--- config.mk ---
export PLATFORM = sky130hd
export DESIGN_NAME = tx_rsp_queue
export DESIGN_NICKNAME = d
export VERILOG_FILES = /design/src/rtl/uart_sys_pkg.sv /design/src/rtl/rsp_fifo_mem.sv /design/src/rtl/tx_rsp_queue.sv
export SDC_FILE = /design/constraint.sdc
export NUM_CORES = 1
export LEC_CHECK = 0
export ABC_CLOCK_PERIOD_IN_PS = 12500
export CAP_MARGIN = 25
export CORE_MARGIN = 8
export CORE_UTILIZATION = 45
export CTS_BUF_LIST = sky130_fd_sc_hd__clkbuf_4
export CTS_CLUSTER_SIZE = 28
export DETAILED_ROUTE_END_ITERATION = 12
export PLACE_DENSITY = 0.62
export SKIP_LAST_GASP = 1
export SYNTH_ARGS = -nofsm -noshare
export SYNTH_HDL_FRONTEND = slang
export SYNTH_SLANG_ARGS = --single-unit
--- constraint.sdc ---
create_clock -name CLK -period 12.5 [get_ports CLK]
set_input_delay 3.75 -clock CLK [delete_from_list [all_inputs] [get_ports CLK]]
set_output_delay 3.75 -clock CLK [all_outputs]
set_load 0.01 [all_outputs]
--- src/rtl/uart_sys_pkg.sv ---
// uart_sys_pkg: shared FIFO depth default and drain FSM encoding for the UART response path
package uart_sys_pkg;
  localparam int DEPTH_DEF = 8;
  typedef enum logic [1:0] {IDLE = 2'd0, ISSUE = 2'd1, WAIT_DONE = 2'd2} drain_st_t;
endpackage

--- src/rtl/rsp_fifo_mem.sv ---
// rsp_fifo_mem: unreset register array with several write ports and one async read port
module rsp_fifo_mem #(
  parameter int DEPTH = 8,
  parameter int WIDTH = 8,
  parameter int NWP = 3,
  localparam int AW = $clog2(DEPTH)
) (
  input  logic                      clk,
  input  logic [NWP-1:0]            i_we,
  input  logic [NWP-1:0][AW-1:0]    i_wa,
  input  logic [NWP-1:0][WIDTH-1:0] i_wd,
  input  logic [AW-1:0]             i_ra,
  output logic [WIDTH-1:0]          o_rd
);
  logic [WIDTH-1:0] r_mem [DEPTH];
  // write ports always target distinct addresses, so their order is irrelevant
  always_ff @(posedge clk)
    for (int p = 0; p < NWP; p++)
      if (i_we[p]) r_mem[i_wa[p]] <= i_wd[p];
  assign o_rd = r_mem[i_ra];
endmodule

--- src/rtl/tx_rsp_queue.sv ---
// tx_rsp_queue: queues ALU/register-file response bytes and hands them one at a time to UART_TX
module tx_rsp_queue import uart_sys_pkg::*; #(
  parameter int DEPTH = DEPTH_DEF,
  parameter int WIDTH = 8
) (
  input  logic                     CLK,
  input  logic                     RST,
  input  logic [15:0]              ALU_OUT,
  input  logic                     OUT_Valid,
  input  logic [WIDTH-1:0]         RdData,
  input  logic                     RdData_Valid,
  input  logic                     Busy,
  output logic [WIDTH-1:0]         TX_P_DATA,
  output logic                     TX_D_VLD,
  output logic [$clog2(DEPTH):0]   Level,
  output logic                     Full,
  output logic                     Overflow
);
  localparam int AW = $clog2(DEPTH);
  localparam int LW = AW + 1;
  drain_st_t                 r_state;
  logic [AW-1:0]             r_wr_ptr, r_rd_ptr;
  logic [LW-1:0]             r_level;
  logic [WIDTH-1:0]          r_tx_data;
  logic                      r_tx_vld, r_ovf;
  logic [LW-1:0]             w_free;
  logic                      w_pop, w_alu_ok, w_rd_ok, w_drop;
  logic [1:0]                w_n_push;
  logic [WIDTH-1:0]          w_head;
  logic [2:0]                w_we;
  logic [2:0][AW-1:0]        w_wa;
  logic [2:0][WIDTH-1:0]     w_wd;

  assign w_pop    = r_state == IDLE && r_level != '0 && !Busy;
  // a same-cycle pop frees its slot for this cycle's push
  assign w_free   = LW'(DEPTH) - r_level + LW'(w_pop);
  assign w_alu_ok = OUT_Valid && w_free >= LW'(2);
  assign w_rd_ok  = RdData_Valid && w_free >= (w_alu_ok ? LW'(3) : LW'(1));
  assign w_drop   = (OUT_Valid && !w_alu_ok) || (RdData_Valid && !w_rd_ok);
  assign w_n_push = {w_alu_ok, 1'b0} + {1'b0, w_rd_ok};
  assign w_we     = {w_rd_ok, w_alu_ok, w_alu_ok};
  assign w_wa     = {r_wr_ptr + (w_alu_ok ? AW'(2) : AW'(0)), r_wr_ptr + AW'(1), r_wr_ptr};
  assign w_wd     = {RdData, WIDTH'(ALU_OUT[15:8]), WIDTH'(ALU_OUT[7:0])};

  rsp_fifo_mem #(.DEPTH(DEPTH), .WIDTH(WIDTH), .NWP(3)) u_mem (
    .clk  (CLK),
    .i_we (w_we),
    .i_wa (w_wa),
    .i_wd (w_wd),
    .i_ra (r_rd_ptr),
    .o_rd (w_head)
  );

  always_ff @(posedge CLK) begin
    if (RST) begin
      r_wr_ptr <= '0;
      r_rd_ptr <= '0;
      r_level  <= '0;
      r_ovf    <= 1'b0;
    end else begin
      r_wr_ptr <= r_wr_ptr + AW'(w_n_push);
      r_rd_ptr <= r_rd_ptr + AW'(w_pop);
      r_level  <= r_level + LW'(w_n_push) - LW'(w_pop);
      r_ovf    <= w_drop;
    end
  end

  always_ff @(posedge CLK) begin
    if (RST) begin
      r_state   <= IDLE;
      r_tx_data <= '0;
      r_tx_vld  <= 1'b0;
    end else begin
      unique case (r_state)
        IDLE: if (w_pop) begin
          r_tx_data <= w_head;
          r_tx_vld  <= 1'b1;
          r_state   <= ISSUE;
        end
        ISSUE: if (Busy) begin
          r_tx_vld <= 1'b0;
          r_state  <= WAIT_DONE;
        end
        WAIT_DONE: if (!Busy) r_state <= IDLE;
        default: r_state <= IDLE;
      endcase
    end
  end

  assign TX_P_DATA = r_tx_data;
  assign TX_D_VLD  = r_tx_vld;
  assign Level     = r_level;
  assign Full      = r_level == LW'(DEPTH);
  assign Overflow  = r_ovf;
endmodule

# Yosys cells after proc, flatten, opt, wreduce, memory -nomap -nowiden
# Memories as Yosys holds them, arrays and structs flattened. A register that Yosys moved wholly into a read port is not among the register bits.
# Cells that the tools add are included.
dict set report classes {
  add_sub_neg 9
  n_lt_le_gt_ge 2
  reduce_logical 16
  eq_ne 6
  n_mux 13
}
# cell count
set op_table {}
lappend op_table {{2-bit 2-to-1 mux} 5}
lappend op_table {{3-bit by 2-bit adder with 3-bit output} 2}
lappend op_table {{1-bit logical AND} 6}
lappend op_table {{1-bit 2-to-1 mux} 6}
lappend op_table {{2-bit != test, second input constant} 3}
lappend op_table {{2-bit one-hot mux with 3 select lines} 1}
lappend op_table {{3-bit AND reduction} 2}
lappend op_table {{4-bit by 1-bit adder with 4-bit output} 1}
lappend op_table {{4-bit by 2-bit adder with 4-bit output} 1}
lappend op_table {{4-bit == test, second input constant} 1}
lappend op_table {{4-bit by 2-bit >= comparator with 1-bit output} 1}
lappend op_table {{4-bit by 2-bit >= comparator with 1-bit output, second input constant} 1}
lappend op_table {{4-bit nonzero test} 1}
lappend op_table {{4-bit by 1-bit subtractor with 4-bit output} 1}
lappend op_table {{4-bit subtractor, first input constant} 1}
lappend op_table {{3-bit by 1-bit adder with 3-bit output} 1}
lappend op_table {{3-bit by 1-bit adder with 3-bit output, second input constant} 1}
lappend op_table {{1-bit zero test} 3}
lappend op_table {{2-bit by 1-bit adder with 2-bit output} 1}
lappend op_table {{2-bit by 1-bit == test with 1-bit output, second input constant} 1}
lappend op_table {{2-bit == test, second input constant} 1}
lappend op_table {{2-bit zero test} 1}
lappend op_table {{1-bit one-hot mux with 2 select lines} 1}
lappend op_table {{2-bit AND reduction} 1}
lappend op_table {{2 further kinds} 2}
dict set report totals {
  in_bits 29
  mem_count 1
  ff_bits 14
  out_inout_bits 15
  mem_bits_rw 64
}
# memory depth width read_ports rd_clocked_by_memory_dff wr line
set mem_list {}
lappend mem_list {u_mem.r_mem 8 8 1 1 3 rsp_fifo_mem.sv:15} ;# logic [WIDTH-1:0] r_mem [DEPTH];

# Depth between registers and ports, before layout
# Gate-level depths: netlist of the first run.
dict set report depth {
  ltp_word 12
  depth_mapped 25
  ltp_nobuf 22
}

# By module
# From an unflattened synthesis of the first run, not the netlist that was laid out.
dict set report hier_totals {
  cells_unflattened 485
  hier_area_um2 5347.6
}
# mod area_per_inst_um2 cells_per_inst n_inst seq_area_each_um2
set modules_own_cells {}
lappend modules_own_cells {rsp_fifo_mem 4157.7 364 1 1921.8}
lappend modules_own_cells {tx_rsp_queue 1189.9 121 1 440.4}

# Worst setup path after synthesis of the first run
# No wires, ideal clock.
dict set report synth_timing {
  path_kind {input to register}
  start {input Busy}
  end {register r_level[2] (netlist: Level[2])}
  slack_ns 4.386
  t_required_ns 12.372
  arrival_ns 7.986
  path_stages 21
  path_cell_list {nor4_2 > clkbuf_1 > inv_1 > ha_1 > inv_1 > ha_1 > or4b_2 > nand2_1 > nor2_1 > inv_1 > ha_1 > a21o_1 > clkbuf_1 > o21ai_0 > ha_1 > inv_1 > ha_1 > inv_1 > fa_1 > xor2_1 > nor2_1}
}
dict set report synth_via {
  elab_chain_cells 11
}
# element line
set synth_lines {}
lappend synth_lines {{start, declared} tx_rsp_queue.sv:12} ;# input logic Busy,
lappend synth_lines {{1-bit zero test *} --}
lappend synth_lines {{1-bit logical AND *} tx_rsp_queue.sv:34} ;# assign w_pop = r_state == IDLE && r_level != '0 && !Busy;
lappend synth_lines {{4-bit by 1-bit adder with 4-bit output} tx_rsp_queue.sv:36} ;# assign w_free = LW'(DEPTH) - r_level + LW'(w_pop);
lappend synth_lines {{4-bit by 2-bit >= comparator with 1-bit output} tx_rsp_queue.sv:37} ;# assign w_alu_ok = OUT_Valid && w_free >= LW'(2);
lappend synth_lines {{1-bit logical AND} tx_rsp_queue.sv:37}
lappend synth_lines {{2-bit 2-to-1 mux} tx_rsp_queue.sv:38} ;# assign w_rd_ok = RdData_Valid && w_free >= (w_alu_ok ? LW'(3) : LW'(1));
lappend synth_lines {{4-bit by 2-bit >= comparator with 1-bit output} tx_rsp_queue.sv:38}
lappend synth_lines {{1-bit logical AND} tx_rsp_queue.sv:38}
lappend synth_lines {{2-bit by 1-bit adder with 2-bit output} tx_rsp_queue.sv:40} ;# assign w_n_push = {w_alu_ok, 1'b0} + {1'b0, w_rd_ok};
lappend synth_lines {{4-bit by 2-bit adder with 4-bit output} tx_rsp_queue.sv:63} ;# r_level <= r_level + LW'(w_n_push) - LW'(w_pop);
lappend synth_lines {{4-bit by 1-bit subtractor with 4-bit output *} tx_rsp_queue.sv:63}
lappend synth_lines {{end signal, assigned} tx_rsp_queue.sv:63}
lappend synth_lines {{end, declared} tx_rsp_queue.sv:23} ;# logic [LW-1:0] r_level;
# Mark *: on every way between the ends. The rest lies on a longest branch, timed or not.
# A chain may end at the register's enable or synchronous reset.

# Worst setup path after layout of the first run
# Same ends and word-level chain as after synthesis.

==> results_dict.tcl, run 1 <==
set metrics [dict create \
    status "completed" \
    grt.overflow.total 0 \
    insertion_delay_ns 0.44 \
    grt_max_degree 23 \
    cts-root-buf "clkbuf_4" \
    tns_ns 0 \
    drt_first_iter_violations 201 \
    total_power_mw 1.31 \
    layout.nets 555 \
    crit_arrival_ns 8.73 \
    synthCells 497 \
    worst_pin_slew_ns 0.908 \
    diodes 0 \
    p_leak_nw 1.93 \
    period_share 0.675 \
    cp-start-kind "input port" \
    r2r_start "Level[3]" \
    post-dp-hpwl_mm 9.42 \
    max_freq_mhz 119 \
    coreArea_mm2 0.0115 \
    worst_ir_drop_vdd_uv 135 \
    required_ns 12.80 \
    cts_buffers 9 \
    async_flop_share 0 \
    finalSetupViolCount 0 \
    dieArea_mm2 0.0155 \
    tritoncts "built" \
    gp_congestion 0.830 \
    startpoint "Busy" \
    die_h_um 124 \
    drt_pass1_iterations 4 \
    antenna_found_initial 0 \
    cts.path.max_buffers 2 \
    nFillCells 993 \
    cts_sinks 86 \
    h-tree-depth 3 \
    vias 3735 \
    crit_fanout 19 \
    maxSlewHeadroom 0.390 \
    synth_cell_type_count 40 \
    grt_pass1_vias 3846 \
    ys.flop_type "edfxtp_1" \
    critical_path_class "in -> reg" \
    wire_per_inst_um 19.5 \
    row_count 39 \
    critPathSlowestCell "nor4_4" \
    hold_class "reg -> reg" \
    yosysWarnings 0 \
    syn_nets 543 \
    ys_seq_elements 86 \
    finalHoldViolations 0 \
    wl_mm 12.8 \
    cts.reportedPaths.clkPinSlew_ns 0.13 \
    rsz0062_at_grt "false" \
    cts-hold-fix-buffers 0 \
    skew_ns 0.0140 \
    syn_to_final_growth_pct 10.8 \
    grtUsageTotal 0.167 \
    power_density_mw_per_mm2 224 \
    worstSetupEndpointType "register" \
    start_util 0.461 \
    antenna_left 0 \
    maxSlewViolCount 0 \
    boundaryPins 44 \
    grt_pass1_wl_mm 20.8 \
    cts_resized 0 \
    syn_area_per_cell_um2 10.6 \
    synth_area_mm2 0.00529 \
    drc 0 \
    synth_edf_count 64 \
    crit_chain "clkdlybuf4s50_1 > nor4_4 > inv_1 > ha_1 > inv_1 > ha_1 > or4b_2 > nand2_1 > nor2_1 > inv_1 > ha_1 > a21o_1 > o21ai_0 > ha_1 > inv_1 > ha_1 > inv_1 > fa_1 > xor2_1 > nor2_1" \
    yosysSeqAreaShare 0.447 \
    viasPerCell 5.68 \
    fp.dieW_um 124 \
    worstHoldStart "TX_D_VLD" \
    post_cts_buffers 0 \
    drive_gt1_frac 0.107 \
    port_buffers 43 \
    slowest_delay_ns 0.78 \
    maxCapViolations 0 \
    timing.final.crit_period_ns 8.43 \
]
per-stage QoR:
| stage | instance area (um^2) | hold slack (ns) | setup slack [ns] | utilization | std cells |
|---|---|---|---|---|---|
| floorplan | 5290 | 0.491 | 4.39 | - | 497 |
| global placement | 5720 | 0.480 | 3.72 | 0.499 | 641 |
| detailed placement | 5720 | 0.492 | 3.57 | 0.499 | 641 |
| CTS | 5860 | 0.512 | 4.06 | 0.511 | 657 |
| global route | 5860 | 0.536 | 3.72 | 0.511 | 657 |
| finish | 5860 | 0.511 | 4.07 | 0.511 | 657 |
flip-flops by register name (all words and copies together), names as in the netlist:
signal and flops:
u_mem.r_mem 64, TX_P_DATA 8, Level 4, r_rd_ptr 3, r_wr_ptr 3, r_state 2
Overflow 1, TX_D_VLD 1
per-layer routing:
layer,wire length (um),GRT usage,share of wire
met1,5550,0.199,0.43
met2,6720,0.293,0.52
met5,0,0,0
met3,383,0.0340,0.030
met4,176,0.0553,0.014
cells in the mapped netlist, drive strengths merged (3+ instances only):
cell type / instances / area, um^2
a211oi: 8 / 60.1
a21oi: 51 / 255
a31oi: 7 / 58.8
buf: 34 / 201
clkbuf: 19 / 72.6
dfxtp: 22 / 440
edfxtp: 64 / 1920
ha: 15 / 188
inv: 20 / 75.1
mux2i: 72 / 721
mux4: 16 / 360
nand2: 25 / 93.8
nor2: 68 / 255
nor2b: 6 / 37.5
nor3: 12 / 60.1
nor3b: 3 / 22.5
nor4: 5 / 56.3
o211ai: 4 / 40.0
o21ai: 20 / 100
or3: 3 / 23.8
xnor2: 5 / 43.8
xor2: 4 / 35.0
critical path, delay by kind of cell:
family / cells / cell delay (ns)
buf+inv: 6 / 0.90
xor+xnor: 1 / 0.15
simple gates: 5 / 1.79
compound gates: 2 / 0.59
fa+ha+maj: 6 / 1.55
final timing paths:
check	to	slack (ns)	cells past startpoint
max	Level[2]	4.07	20
min	TX_D_VLD	0.51	2
max reg2reg	Level[2]	7.02	22
min reg2reg	TX_D_VLD	0.51	2
layout make-up:
cell class	count	area, um^2	area share
sequential	86	2360	0.403
timing repair buffer	54	513	0.0876
clock buffer	9	67.6	0.0115
clock inverter	7	71.3	0.0122
multi-input combinational	338	2590	0.442
inverter	20	75.1	0.0128
tap	143	179	0.0305
placed cells by master, fill, tap and decap left out, drive strengths merged, types with 12 or more instances in the layout:
cell	synthesis	layout
a21oi	51	51
clkdlybuf4s50	0	43
dfxtp	22	22
edfxtp	64	64
ha	15	15
inv	20	22
mux2i	72	72
mux4	16	16
nand2	25	25
nor2	68	68
nor3	12	12
o21ai	20	20
power breakdown:
part           internal [mW]  leakage (nW)  switching, mW
Clock                 0.0613        0.0704         0.0970
Combinational          0.269          1.09          0.374
Sequential             0.453         0.770         0.0569
Total                  0.784          1.93          0.528
kinds of logic (layout without fill, tap and decap cells):
group / after synthesis / in the layout / synth area share
fa+ha+maj: 17 / 17 / 0.0431
xor+xnor: 9 / 9 / 0.0149
buf+inv: 73 / 90 / 0.0660
mux: 88 / 88 / 0.204
simple gates: 125 / 125 / 0.109
compound gates: 99 / 99 / 0.115
flops: 86 / 86 / 0.447
No activity file was read; power rests on OpenSTA's default activity.
==> inputs of run 2 (changes only) <==
ABC_CLOCK_PERIOD_IN_PS = 7850   (was 12500)
clock period = 7.85 ns   (was 12.5 ns; I/O delays follow)
==> run 2 against run 1 <==
  * Cell area increased by 1.4%
  * Die area unchanged
  * Global-route usage increased by 0.86 points
  * Via count increased by 4.1%
  * Count of clock-buffer cells in the layout increased by 2
  * First-iteration DRC count increased by 60%
  * Routed wire length increased by 5.8%
  * Largest cell class unchanged
  * Flip-flop and latch count unchanged
  * Power increased by 67%
  * Utilization increased by 0.70 points
  * Combinational power increased by 65%
  * Clock skew increased by 0.0049 ns
==> results_dict.tcl, run 2 (synthesis gave the netlist of run 1 again) <==
set metrics [dict create \
    post-dp-hpwl_mm 9.23 \
    cts_sinks 86 \
    maxSlewHeadroom 0.383 \
    wire_per_inst_um 20.5 \
    tritoncts "built" \
    drt_pass1_iterations 5 \
    wl_mm 13.6 \
    start_util 0.461 \
    maxSlewViolCount 0 \
    worstSetupEndpointType "register" \
    layout.nets 560 \
    layout_common_cells "72 x mux2i_1, 68 x nor2_1, 64 x edfxtp_1" \
    slowest_delay_ns 0.63 \
    antenna_left 0 \
    crit_chain "clkdlybuf4s50_1 > nor4_4 > inv_1 > ha_1 > inv_1 > ha_1 > or4b_2 > nand2_1 > nor2_1 > inv_1 > ha_1 > a21o_1 > o21ai_0 > ha_1 > inv_1 > ha_1 > inv_1 > fa_1 > xor2_1 > nor2_1" \
    post_cts_buffers 0 \
    power_density_mw_per_mm2 369 \
    required_ns 8.17 \
    rsz0062_at_grt "false" \
    syn_to_final_growth_pct 12.3 \
    largest_reg_flops 64 \
    critical_path_class "in -> reg" \
    grtUsageTotal 0.176 \
    dieArea_mm2 0.0155 \
    hold_class "reg -> reg" \
    crit_arrival_ns 6.82 \
    grt_pass1_vias 3782 \
    power_frac_comb 0.482 \
    h-tree-depth 3 \
    drive_gt1_frac 0.116 \
    p_leak_nw 1.98 \
    worst_ir_drop_vdd_uv 180 \
    layout_commonest_cell "mux2i_1" \
    switching_share 0.395 \
    vias 3888 \
    dp_cells 646 \
    fp.dieW_um 124 \
    fin_ws_ns 1.35 \
    finalHoldViolations 0 \
    die_h_um 124 \
    gp_congestion 0.826 \
    status "completed" \
    coreArea_mm2 0.0115 \
    grt_max_degree 23 \
    port_buffers 43 \
    drc 0 \
    cts-hold-fix-buffers 0 \
    diodes 0 \
    antenna_found_initial 0 \
    grt_pass1_wl_mm 21.5 \
    cp-start-kind "input port" \
    row_count 39 \
    maxCapViolations 0 \
    timing.final.crit_period_ns 6.50 \
    max_freq_mhz 154 \
    critPathBufInv 6 \
    insertion_delay_ns 0.45 \
    finalSetupViolCount 0 \
    crit_family "adder cells" \
    cts_buffers 9 \
    switchingPower_uw 865 \
    place_ws_ns 0.904 \
    boundaryPins 44 \
    seq_power_share 0.370 \
    grt.overflow.total 0 \
    cts.path.max_buffers 2 \
    cts-root-buf "clkbuf_4" \
    drt_first_iter_violations 322 \
    period_share 0.828 \
    worst_pin_slew_ns 0.925 \
    cts_resized 0 \
    cts.reportedPaths.clkPinSlew_ns 0.13 \
    tns_ns 0 \
    skew_ns 0.0189 \
    crit_fanout 10 \
    post-route-util 0.518 \
    critPathSlowestCell "or4b_2" \
    stdcell_count 662 \
    clkPwrFrac 0.148 \
    viasPerCell 5.87 \
    nFillCells 1038 \
    intPower_mw 1.32 \
]
[run 2: metrics by stage]
step | power (mW) | instance area [um^2] | hold WS (ns)
after floorplan | 1.55 | 5290 | 0.491
after global placement | 1.85 | 5760 | 0.475
after detailed placement | 1.88 | 5760 | 0.491
after CTS | 2.20 | 5940 | 0.513
after global routing | 2.34 | 5940 | 0.527
final | 2.19 | 5940 | 0.507
[run 2: cell type report]
cell class	instances	area, um^2	share of cell area
clock inverter	5	98.8	0.0166
timing repair buffer	59	551	0.0927
multi-input combinational	338	2590	0.436
sequential	86	2360	0.398
clock buffer	11	82.6	0.0139
inverter	20	75.1	0.0126
tap	143	179	0.0301
[run 2: path summary, 6_finish.rpt]
path / from / end / slack (ns) / cells after the start
worst max-delay path: Busy / Level[2] / 1.35 / 20
worst min-delay path: TX_P_DATA[3] / TX_P_DATA[3] / 0.51 / 2
worst max register to register: Level[2] / Level[2] / 2.81 / 22
worst min register to register: TX_P_DATA[3] / TX_P_DATA[3] / 0.51 / 2
[run 2: power groups by stage]
stage               sequential (mW)  combinational, mW  clock [mW]
finish                        0.811               1.06       0.324
global route                  0.828               1.16       0.343
CTS                           0.813               1.06       0.326
detailed placement            0.824               1.06           0
global placement              0.817               1.03           0
floorplan                     0.783              0.770           0
[run 2: per-layer routing]
layer | global-route usage | up-vias | part of all wire
met2 | 0.264 | 153 | 0.45
met3 | 0.0319 | 27 | 0.072
li1 | - | 1839 | -
met1 | 0.244 | 1869 | 0.45
met4 | 0.0687 | 0 | 0.025
met5 | 0 | - | 0
[run 2: worst register-to-register path, cell delays in order, from the launching register on]
cell	delay [ns]
dfxtp_1	0.37
inv_1	0.12
ha_1	0.16
nor3b_1	0.46
nor4_4	0.06
inv_1	0.07
ha_1	0.18
inv_1	0.06
ha_1	0.31
or4b_2	0.63
nand2_1	0.23
nor2_1	0.09
inv_1	0.14
ha_1	0.25
a21o_1	0.29
o21ai_0	0.31
ha_1	0.29
inv_1	0.05
ha_1	0.15
inv_1	0.05
fa_1	0.39
xor2_1	0.16
nor2_1	0.06
